**src/rtl/cart_mapper_detect.sv**
```systemverilog
// Heuristic ROM mapper detector: counts LD (nnnn),A bank-select writes in a
// loading ROM image and classifies the mapper once the last byte is seen.
module cart_mapper_detect #(
   parameter logic [23:0] SMALL_ROM_MAX = 24'h010000,
   parameter int          CNT_W         = 8
) (
   input  logic       clk,
   input  logic       reset_n,
   input  logic       start,
   input  logic       data_valid,
   input  logic [7:0] data,
   input  logic       last,
   output logic       busy,
   output logic       done,
   output logic [5:0] mapper,
   output logic [2:0] cart_type
);

   localparam logic [5:0] MAPPER_NO_UNKNOWN = 6'd0;
   localparam logic [5:0] MAPPER_LINEAR     = 6'd1;
   localparam logic [5:0] MAPPER_KONAMI     = 6'd2;
   localparam logic [5:0] MAPPER_KONAMI_SCC = 6'd3;
   localparam logic [5:0] MAPPER_ASCII8     = 6'd4;
   localparam logic [5:0] MAPPER_ASCII16    = 6'd5;
   localparam logic [2:0] CART_TYPE_ROM     = 3'd1;
   localparam int         SW                = CNT_W + 2;

   // Counter slots: 0=5000 1=6000 2=6800 3=7000 4=7800 5=77FF 6=8000 7=9000 8=A000 9=B000
   localparam logic [15:0] HIT_ADDR [10] = '{16'h5000, 16'h6000, 16'h6800, 16'h7000,
                                             16'h7800, 16'h77FF, 16'h8000, 16'h9000,
                                             16'hA000, 16'hB000};

   typedef enum logic [1:0] {S_IDLE, S_SCAN, S_SUM, S_DECIDE} state_t;
   typedef enum logic [1:0] {P_SEEK, P_LO, P_HI} pstate_t;

   state_t          r_state;
   pstate_t         r_pstate;
   logic [7:0]      r_lo;
   logic [23:0]     r_bytes;
   logic [SW-1:0]   r_konami, r_scc, r_ascii8, r_ascii16;

   logic                w_accept;
   logic                w_phi_accept;
   logic [15:0]         w_addr;
   logic [CNT_W-1:0]    w_cnt [10];
   logic [SW-1:0]       w_best;
   logic [5:0]          w_mapper;

   assign w_accept     = data_valid && (r_state == S_SCAN) && !start;
   assign w_phi_accept = w_accept && (r_pstate == P_HI);
   assign w_addr       = {data, r_lo};

   genvar gi;
   generate
      for (gi = 0; gi < 10; gi++) begin : g_hit
         logic [CNT_W-1:0] r_cnt;
         always_ff @(posedge clk) begin
            if (!reset_n || start)
               r_cnt <= '0;
            else if (w_phi_accept && (w_addr == HIT_ADDR[gi]) && (r_cnt != {CNT_W{1'b1}}))
               r_cnt <= r_cnt + CNT_W'(1);
         end
         assign w_cnt[gi] = r_cnt;
      end
   endgenerate

   // Strict '>' keeps the earlier (higher-priority) candidate on ties.
   always_comb begin
      w_best   = r_scc;
      w_mapper = MAPPER_KONAMI_SCC;
      if (r_konami > w_best) begin
         w_best   = r_konami;
         w_mapper = MAPPER_KONAMI;
      end
      if (r_ascii8 > w_best) begin
         w_best   = r_ascii8;
         w_mapper = MAPPER_ASCII8;
      end
      if (r_ascii16 > w_best) begin
         w_best   = r_ascii16;
         w_mapper = MAPPER_ASCII16;
      end
      if (w_best == '0)
         w_mapper = MAPPER_NO_UNKNOWN;
      if (r_bytes <= SMALL_ROM_MAX)
         w_mapper = MAPPER_LINEAR;
   end

   always_ff @(posedge clk) begin
      if (!reset_n) begin
         r_state   <= S_IDLE;
         r_pstate  <= P_SEEK;
         r_lo      <= '0;
         r_bytes   <= '0;
         r_konami  <= '0;
         r_scc     <= '0;
         r_ascii8  <= '0;
         r_ascii16 <= '0;
         busy      <= 1'b0;
         done      <= 1'b0;
         mapper    <= MAPPER_NO_UNKNOWN;
         cart_type <= CART_TYPE_ROM;
      end else if (start) begin
         r_state  <= S_SCAN;
         r_pstate <= P_SEEK;
         r_bytes  <= '0;
         busy     <= 1'b1;
         done     <= 1'b0;
      end else begin
         done <= 1'b0;
         case (r_state)
            S_SCAN: begin
               if (data_valid) begin
                  if (r_bytes != 24'hFFFFFF)
                     r_bytes <= r_bytes + 24'd1;
                  case (r_pstate)
                     P_SEEK:  if (data == 8'h32) r_pstate <= P_LO;
                     P_LO: begin
                        r_lo     <= data;
                        r_pstate <= P_HI;
                     end
                     default: r_pstate <= P_SEEK;
                  endcase
                  if (last) begin
                     r_pstate <= P_SEEK;
                     r_state  <= S_SUM;
                  end
               end
            end
            S_SUM: begin
               r_konami  <= SW'(w_cnt[1]) + SW'(w_cnt[6]) + SW'(w_cnt[8]);
               r_scc     <= SW'(w_cnt[0]) + SW'(w_cnt[7]) + SW'(w_cnt[9]);
               r_ascii8  <= SW'(w_cnt[1]) + SW'(w_cnt[2]) + SW'(w_cnt[3]) + SW'(w_cnt[4]);
               r_ascii16 <= SW'(w_cnt[1]) + SW'(w_cnt[3]) + SW'(w_cnt[5]);
               r_state   <= S_DECIDE;
            end
            S_DECIDE: begin
               mapper    <= w_mapper;
               cart_type <= CART_TYPE_ROM;
               done      <= 1'b1;
               busy      <= 1'b0;
               r_state   <= S_IDLE;
            end
            default: r_state <= S_IDLE;
         endcase
      end
   end

endmodule

```
**config.mk**
```make
export PLATFORM = sky130hd
export DESIGN_NAME = cart_mapper_detect
export DESIGN_NICKNAME = d
export VERILOG_FILES = /design/src/rtl/cart_mapper_detect.sv
export SDC_FILE = /design/constraint.sdc
export NUM_CORES = 1
export LEC_CHECK = 0
export BUFFER_PORTS_ARGS = -buffer_cell sky130_fd_sc_hd__buf_2
export CAP_MARGIN = 20
export CORE_MARGIN = 2
export CORE_UTILIZATION = 35
export CTS_CLUSTER_SIZE = 14
export DETAILED_ROUTE_END_ITERATION = 8
export PLACE_DENSITY = 0.58
export SLEW_MARGIN = 20
export SYNTH_ARGS = -nofsm -noshare
export SYNTH_HDL_FRONTEND = slang
export SYNTH_SLANG_ARGS = --single-unit
```
**constraint.sdc**
```tcl
create_clock -name clk -period 6.9 [get_ports clk]
set_input_delay 1.035 -clock clk [delete_from_list [all_inputs] [get_ports clk]]
set_output_delay 1.035 -clock clk [all_outputs]
set_load 0.01 [all_outputs]
```
==> results.md, run 1 <==
- Status: finished clean
- # resized after CTS: 0
- Worst slew pin tran: 0.831 ns
- TritonCTS clock tree: done
- Clock power frac: 47.8%
- Commonest non-fill, non-tap cell in the layout: dfxtp_1
- Seq cells post-synth: 161
- Vias in the first global route: 7120
- Synth unique cells: 54
- Detailed Route WL: 21.4 mm
- Unrepaired setup endpoints after global routing: no
- Core ar.: 27900 µm²
- Internal power: 1.49 mW
- Mapped Cells: 1088
- Flop pwr share: 47.8%
- Die width: 172 µm
- RePlAce Congestion: 0.842
- VDD IR-drop max: 0.147 mV
- Area grow syn2layout: 10.4%
- Die height: 172 µm
- CP max FO: 13
- Area contributors post-synth: dfxtp_1, ha_1, fa_1, xor2_1, nor2_1
- IO Pins: 24
- MaxCap Viol Count: 0
- Fmax: 185 MHz
- Setup_tns: 0 ns
- Critical Path RT: 7.23 ns
- Syn avg cell area: 9.12 µm²
- Final nets: 1227
- Most frequent cells in the layout: dfxtp_1, nor2_1, nand2_1
- Net Switching: 469 µW
- Grt total ovfl: 0
- Yosys top cell area share: 32.5%
- Layout Skew: 0.0169 ns
- Hold-fix buffers at CTS: 0
- Clock latency on the worst-skew pair: 0.43 ns
- Initial Util: 35.6%
- Min Tclk post-route: 5.40 ns
- DRC: 0
- Vias: 7341
- First-pass GRT wire length: 36.0 mm
- Ant. Diodes: 0
- Arrival @ worst endpoint: 5.73 ns
- IO Port Bufs: 17
- Worst setup path category: register to register
- Initial antenna violation count: 0
- Hpwl dp: 16.3 mm
- Cts bufs inserted: 17
- Synth Cell Area: 9920 µm²
- Post-synth EDFFs: 0
- FP Rows: 61
- CTS clock-pin slew for the worst setup and hold paths: 0.07 ns
- Seq/Total Area, Yosys: 32.5%
- Drt first pass iters: 5
- Gr usage total: 15.2%
- Drt wl/cell: 14.4 µm
- DR iter-0 viols: 509
- Die ar.: 29700 µm²
- CTS Sinks: 161
- Total of warnings raised by yosys: 0
- Final setup viols: 0
- DRT antenna net count: 0
- CTS max path bufs: 2
- Hold Path Class: register to register
- Ys async rst share: 0%
- Fill cells: 2792
- Post-Place Cells: 1455
- Total power per unit cell area: 179 nW/µm²
- Sw frac: 24.0%
- Prevailing post-synth register cell: dfxtp_1
- Pins Over Slew Limit: 0
- Root buf cell: clkbuf_16
- P_leak: 4.47 nW
- Pwr Total: 1.96 mW
- Via density: 4.94
- Layout Cells excl Fill: 1487
- Setup bufs post-CTS: 0
- Hold Vio Cnt, Final: 0
- Area leader, netlist: dfxtp_1
- Relative slew slack: 44.6%
- Layout cells sized above 1: 7.66%
- Endpoint class of the critical path: register
- Startpoint Class: register
- Final Cycle Share: 78.3%
- Largest net degree at the start of global routing: 66
- Comb power frac: 4.4%
- H-Tree Depth: 4
==> cells in the mapped netlist (2+ instances only) <==
cell	count
inv_1	55
dfxtp_1	161
o211a_1	6
a211oi_1	3
nand4b_1	4
buf_2	3
nand2b_1	12
a21boi_0	11
mux2i_1	28
a31oi_1	2
nand4_2	2
a311oi_2	4
ha_1	75
and4_1	11
and2_1	10
and3_1	28
or4_1	2
nor2_1	130
o21ai_0	45
a311o_1	2
nor3_2	2
nand3_1	40
conb_1	2
nand4_1	41
clkbuf_1	24
buf_4	8
or3_1	8
nor3_1	17
a21oi_1	34
o221ai_1	3
o41a_1	3
fa_1	43
xor2_1	69
o21a_1	6
o41ai_1	2
nor2b_1	24
buf_1	2
xnor2_1	34
nand2_1	83
nor4_2	2
a21o_1	13
nor4_1	10
a311oi_4	3
mux2_2	11
==> registers in the layout (all words and copies together) (netlist names) <==
signal and cells:
busy 1, r_ascii8 10, r_konami 10, r_state 2, r_scc 10, g_hit.r_cnt 80, r_lo 8, r_bytes 24
done 1, mapper 3, r_ascii16 10, r_pstate 2
==> worst max-delay path: stages (launching register included) <==
cell      delay (ns)
dfxtp_1         0.39
inv_1           0.07
ha_1            0.31
nand4_1         0.13
nor3_1          0.26
nor2_1          0.06
a21oi_1         0.14
buf_4           0.24
mux2i_1         0.29
ha_1            0.18
nand4_1         0.14
nor3_1          0.27
o21ai_0         0.17
a31oi_2         0.55
mux2_2          0.41
ha_1            0.30
nand2_1         0.06
o21ai_0         0.26
o21ai_0         0.12
a21oi_1         0.24
a21boi_0        0.32
a21oi_1         0.08
o41ai_1         0.32
==> logic make-up after synthesis <==
family,after synthesis,synth area share [%]
and+or+nand+nor,434,22.5
DFF,161,32.5
AOI/OAI and AO/OA,139,9.77
adders and majority gates,118,18.1
xor gates and xnor gates,103,9.09
buffers and inverters,92,3.82
muxes,39,4.07
other,2,0.0757
==> per-layer routing <==
metal	part of all wire (%)	up-vias	track usage, %
met5	0	-	0
met4	1.2	0	4.02
met3	3.3	15	2.45
met2	45	98	24.1
met1	51	3444	21.5
li1	-	3784	-
==> power by group through the flow <==
stage	logic, mW	clock network, mW	registers, mW
finish	0.0862	0.935	0.935
global route	0.0975	1.00	0.935
CTS	0.0872	0.956	0.935
detailed placement	0.0866	0	0.956
global placement	0.0857	0	0.956
floorplan	0.0652	0	0.955
==> final timing paths <==
check	startpoint	endpoint	cells after the start	slack, ns
max reg2reg	r_scc[8]	mapper[0]	22	1.50
min	mapper[2]	mapper[2]	2	0.47
min reg2reg	mapper[2]	mapper[2]	2	0.47
max	r_scc[8]	mapper[0]	22	1.50
==> area by class of cell <==
type                            instances  area [µm²]  area share, %
Multi-Input combinational cell        839        6350           58.0
Clock inverter                         12         123           1.12
Timing Repair Buffer                   22         123           1.12
Clock buffer                           20         457           4.17
Sequential cell                       161        3220           29.4
Inverter                               55         206           1.88
Tap cell                              378         473           4.32
==> per-stage QoR <==
| step | instance area (µm²) | setup WS [ns] | util (%) | hold slack (ns) |
|---|---|---|---|---|
| floorplan | 9940 | 1.97 | - | 0.453 |
| global placement | 10400 | 1.50 | 37.2 | 0.459 |
| detailed placement | 10400 | 1.27 | 37.2 | 0.463 |
| CTS | 10900 | 1.28 | 39.3 | 0.479 |
| global route | 11000 | 0.980 | 39.3 | 0.506 |
| finish | 11000 | 1.50 | 39.3 | 0.472 |
Note: power is estimated with default switching activity, not from simulation.
==> inputs of run 2 (changes only) <==
Settings changed: PLACE_DENSITY 0.58 to 0.59.
Clock period 6.9 ns to 4.7 ns, I/O delays scaled along.
==> run 2 against run 1 <==
The flow now finishes with violations (setup timing). Clock-buffer cell count up 1. Clock skew decreased by 0.0071 ns. Worst setup slack lost 1.6 ns. First-iteration DRC count down 20%. Routed wire length up 6.8%. Critical path depth increased by 3. Die area stayed put. Final area up 7.2%. Largest power group unchanged.
==> results.md, run 2 (synthesis gave the netlist of run 1 again) <==
- Status: finished with violations
- Failing checks: setup timing
- Final setup viols: 1 (+1)
- Worst Setup SP: r_scc[2]
- Hold Vio Cnt, Final: 0 (unchanged)
- Die ar.: 29700 µm² (unchanged)
- Regs by FF count: g_hit.r_cnt x80, r_bytes x24
- DR iter-0 viols: 408 (-20%)
- Fmax: 209 MHz (+13%)
- MaxCap Viol Count: 0 (unchanged)
- Drt first pass iters: 4 (-1)
- Hold path depth: 2 (unchanged)
- Layout Skew: 0.00987 ns (-0.00705 ns)
- Flop pwr share: 46.8% (-1.0 points)
- Unrepaired setup endpoints after global routing: yes
- VDD IR-drop max: 0.162 mV (+10%)
- CTS clock-pin slew for the worst setup and hold paths: 0.06 ns (about the same)
- First-pass GRT wire length: 37.1 mm (+3.2%)
- Initial antenna violation count: 0 (unchanged)
- Clock latency on the worst-skew pair: 0.43 ns (about the same)
- Endpoint class of the critical path: register
- DRC: 0 (unchanged)
- RePlAce Congestion: 0.867 (+3.0%)
- Final nets: 1267 (+3.3%)
- Hold-fix buffers at CTS: 0 (unchanged)
- Grt total ovfl: 0 (unchanged)
- Hold path startpoint: mapper[2]
- TritonCTS clock tree: done
- P_leak: 4.74 nW (+6.1%)
- Root buf cell: clkbuf_16
- Final setup margin: -0.0947 ns (-1.59 ns)
- Max reg flops: 80 (unchanged)
- Final Cycle Share: 102% (+24 points)
- Reg2Reg Depth: 25 (+14%)
- Total power per unit cell area: 250 nW/µm² (+40%)
- Relative slew slack: 44.4% (-0.21 points)
- Arrival @ worst endpoint: 5.13 ns (-0.60 ns)
- Fill cells: 2734 (-2.1%)
- Reg2Reg Setup Slack: -0.09 ns (-1.59 ns)
- Via density: 4.97 (+0.75%)
- Most frequent cells in the layout: dfxtp_1, nor2_1, nand2_1
- Biggest register: g_hit.r_cnt
- Critical Path RT: 5.03 ns (-2.20 ns)
- DRT antenna net count: 0 (unchanged)
- CTS max path bufs: 2 (unchanged)
- Vias: 7595 (+3.5%)
- H-Tree Depth: 4 (unchanged)
- FP Rows: 61 (unchanged)
- Clock power frac: 46.4% (-1.4 points)
- Commonest non-fill, non-tap cell in the layout: dfxtp_1
- Net Switching: 681 µW (+45%)
- CP max FO: 6 (-7)
- Die width: 172 µm (unchanged)
- IO Port Bufs: 17 (unchanged)
- Worst setup path category: register to register
- Comb power frac: 6.8% (+2.4 points)
- Worst slew pin tran: 0.834 ns (+0.00308 ns)
- Cts bufs inserted: 17 (unchanged)
- Min Tclk post-route: 4.79 ns (-0.605 ns)
- Slowest stage delay, CP: 0.33 ns (-0.22 ns)
- Drt wl/cell: 15.0 µm (+4.0%)
- Internal power: 2.25 mW (+51%)
- Hold Path Class: register to register
- Hpwl dp: 16.5 mm (+1.5%)
- Vias in the first global route: 7364 (+3.4%)
- Area grow syn2layout: 18.4%
- Die height: 172 µm (unchanged)
- IO Pins: 24 (unchanged)
- Slowest cell on crit path: dfxtp_2
- Final Util: 42.2% (+2.8 points)
- Sw frac: 23.2% (-0.75 points)
- CTS Sinks: 161 (unchanged)
- Largest net degree at the start of global routing: 65 (-1.5%)
- Worst r2r src: r_scc[2]
- Core ar.: 27900 µm² (unchanged)
- Gr usage total: 15.9% (+0.69 points)
- Startpoint Class: register
- Detailed Route WL: 22.8 mm (+6.8%)
- Hold_ws: 0.453 ns (-0.0189 ns)
- Pins Over Slew Limit: 0 (unchanged)
- Layout cells sized above 1: 15.3% (+7.7 points)
- Initial Util: 35.6% (unchanged)
==> run 2: layer usage <==
layer / global-route usage (%) / share of wire [%] / vias to the layer above
met4: 5.92 / 2.1 / 0
met2: 25.0 / 45 / 115
li1: - / - / 3857
met1: 21.8 / 49 / 3587
met5: 0 / 0 / -
met3: 2.84 / 3.2 / 36
==> run 2: critical path, delay by kind of cell, from the launching register on <==
family          cells  cell delay, ns
compound gates      7            1.26
fa+ha+maj           3            0.71
buf+inv             5            0.71
flops               1            0.33
mux                 2            0.58
simple gates        8            1.11
==> run 2: repair_timing <==
item	CTS	global route
endpoints found under the setup margin	3	3
pin swaps	18	21
gates cloned	2	0
resized for setup	46	44
setup buffers	5	6
==> run 2: worst paths after layout <==
path                    end
setup / recovery  mapper[0]
hold reg to reg   mapper[2]
hold / removal    mapper[2]
setup reg to reg  mapper[0]
==> run 2: power by group through the flow <==
stage               sequential (mW)  clock, mW  combinational, mW
finish                         1.37       1.36              0.199
CTS                            1.37       1.39              0.174
floorplan                      1.40          0             0.0976
global placement               1.40          0              0.138
global route                   1.37       1.45              0.215
detailed placement             1.40          0              0.140
==> run 2: per-stage QoR <==
stage	setup slack (ns)	power, mW	instance area, µm²	instances	TNS (ns)
after global routing	-0.295	3.03	11700	1526	-0.665
after global placement	-0.0719	1.54	10600	1482	-0.0719
final	-0.0947	2.93	11700	1527	-0.0947
after detailed placement	-0.239	1.54	10600	1482	-0.385
after floorplan	0.0263	1.50	9950	1092	0
after CTS	0.00111	2.94	11500	1520	0
==> run 2: layout make-up <==
type                            count  area (µm²)  area share [%]
Antenna cell                        1        2.50          0.0213
Clock buffer                       21         450            3.84
Clock inverter                     10         113           0.959
Inverter                           55         206            1.76
Multi-Input combinational cell    839        6800            57.9
Sequential cell                   161        3230            27.5
Tap cell                          378         473            4.03
Timing Repair Buffer               62         475            4.05
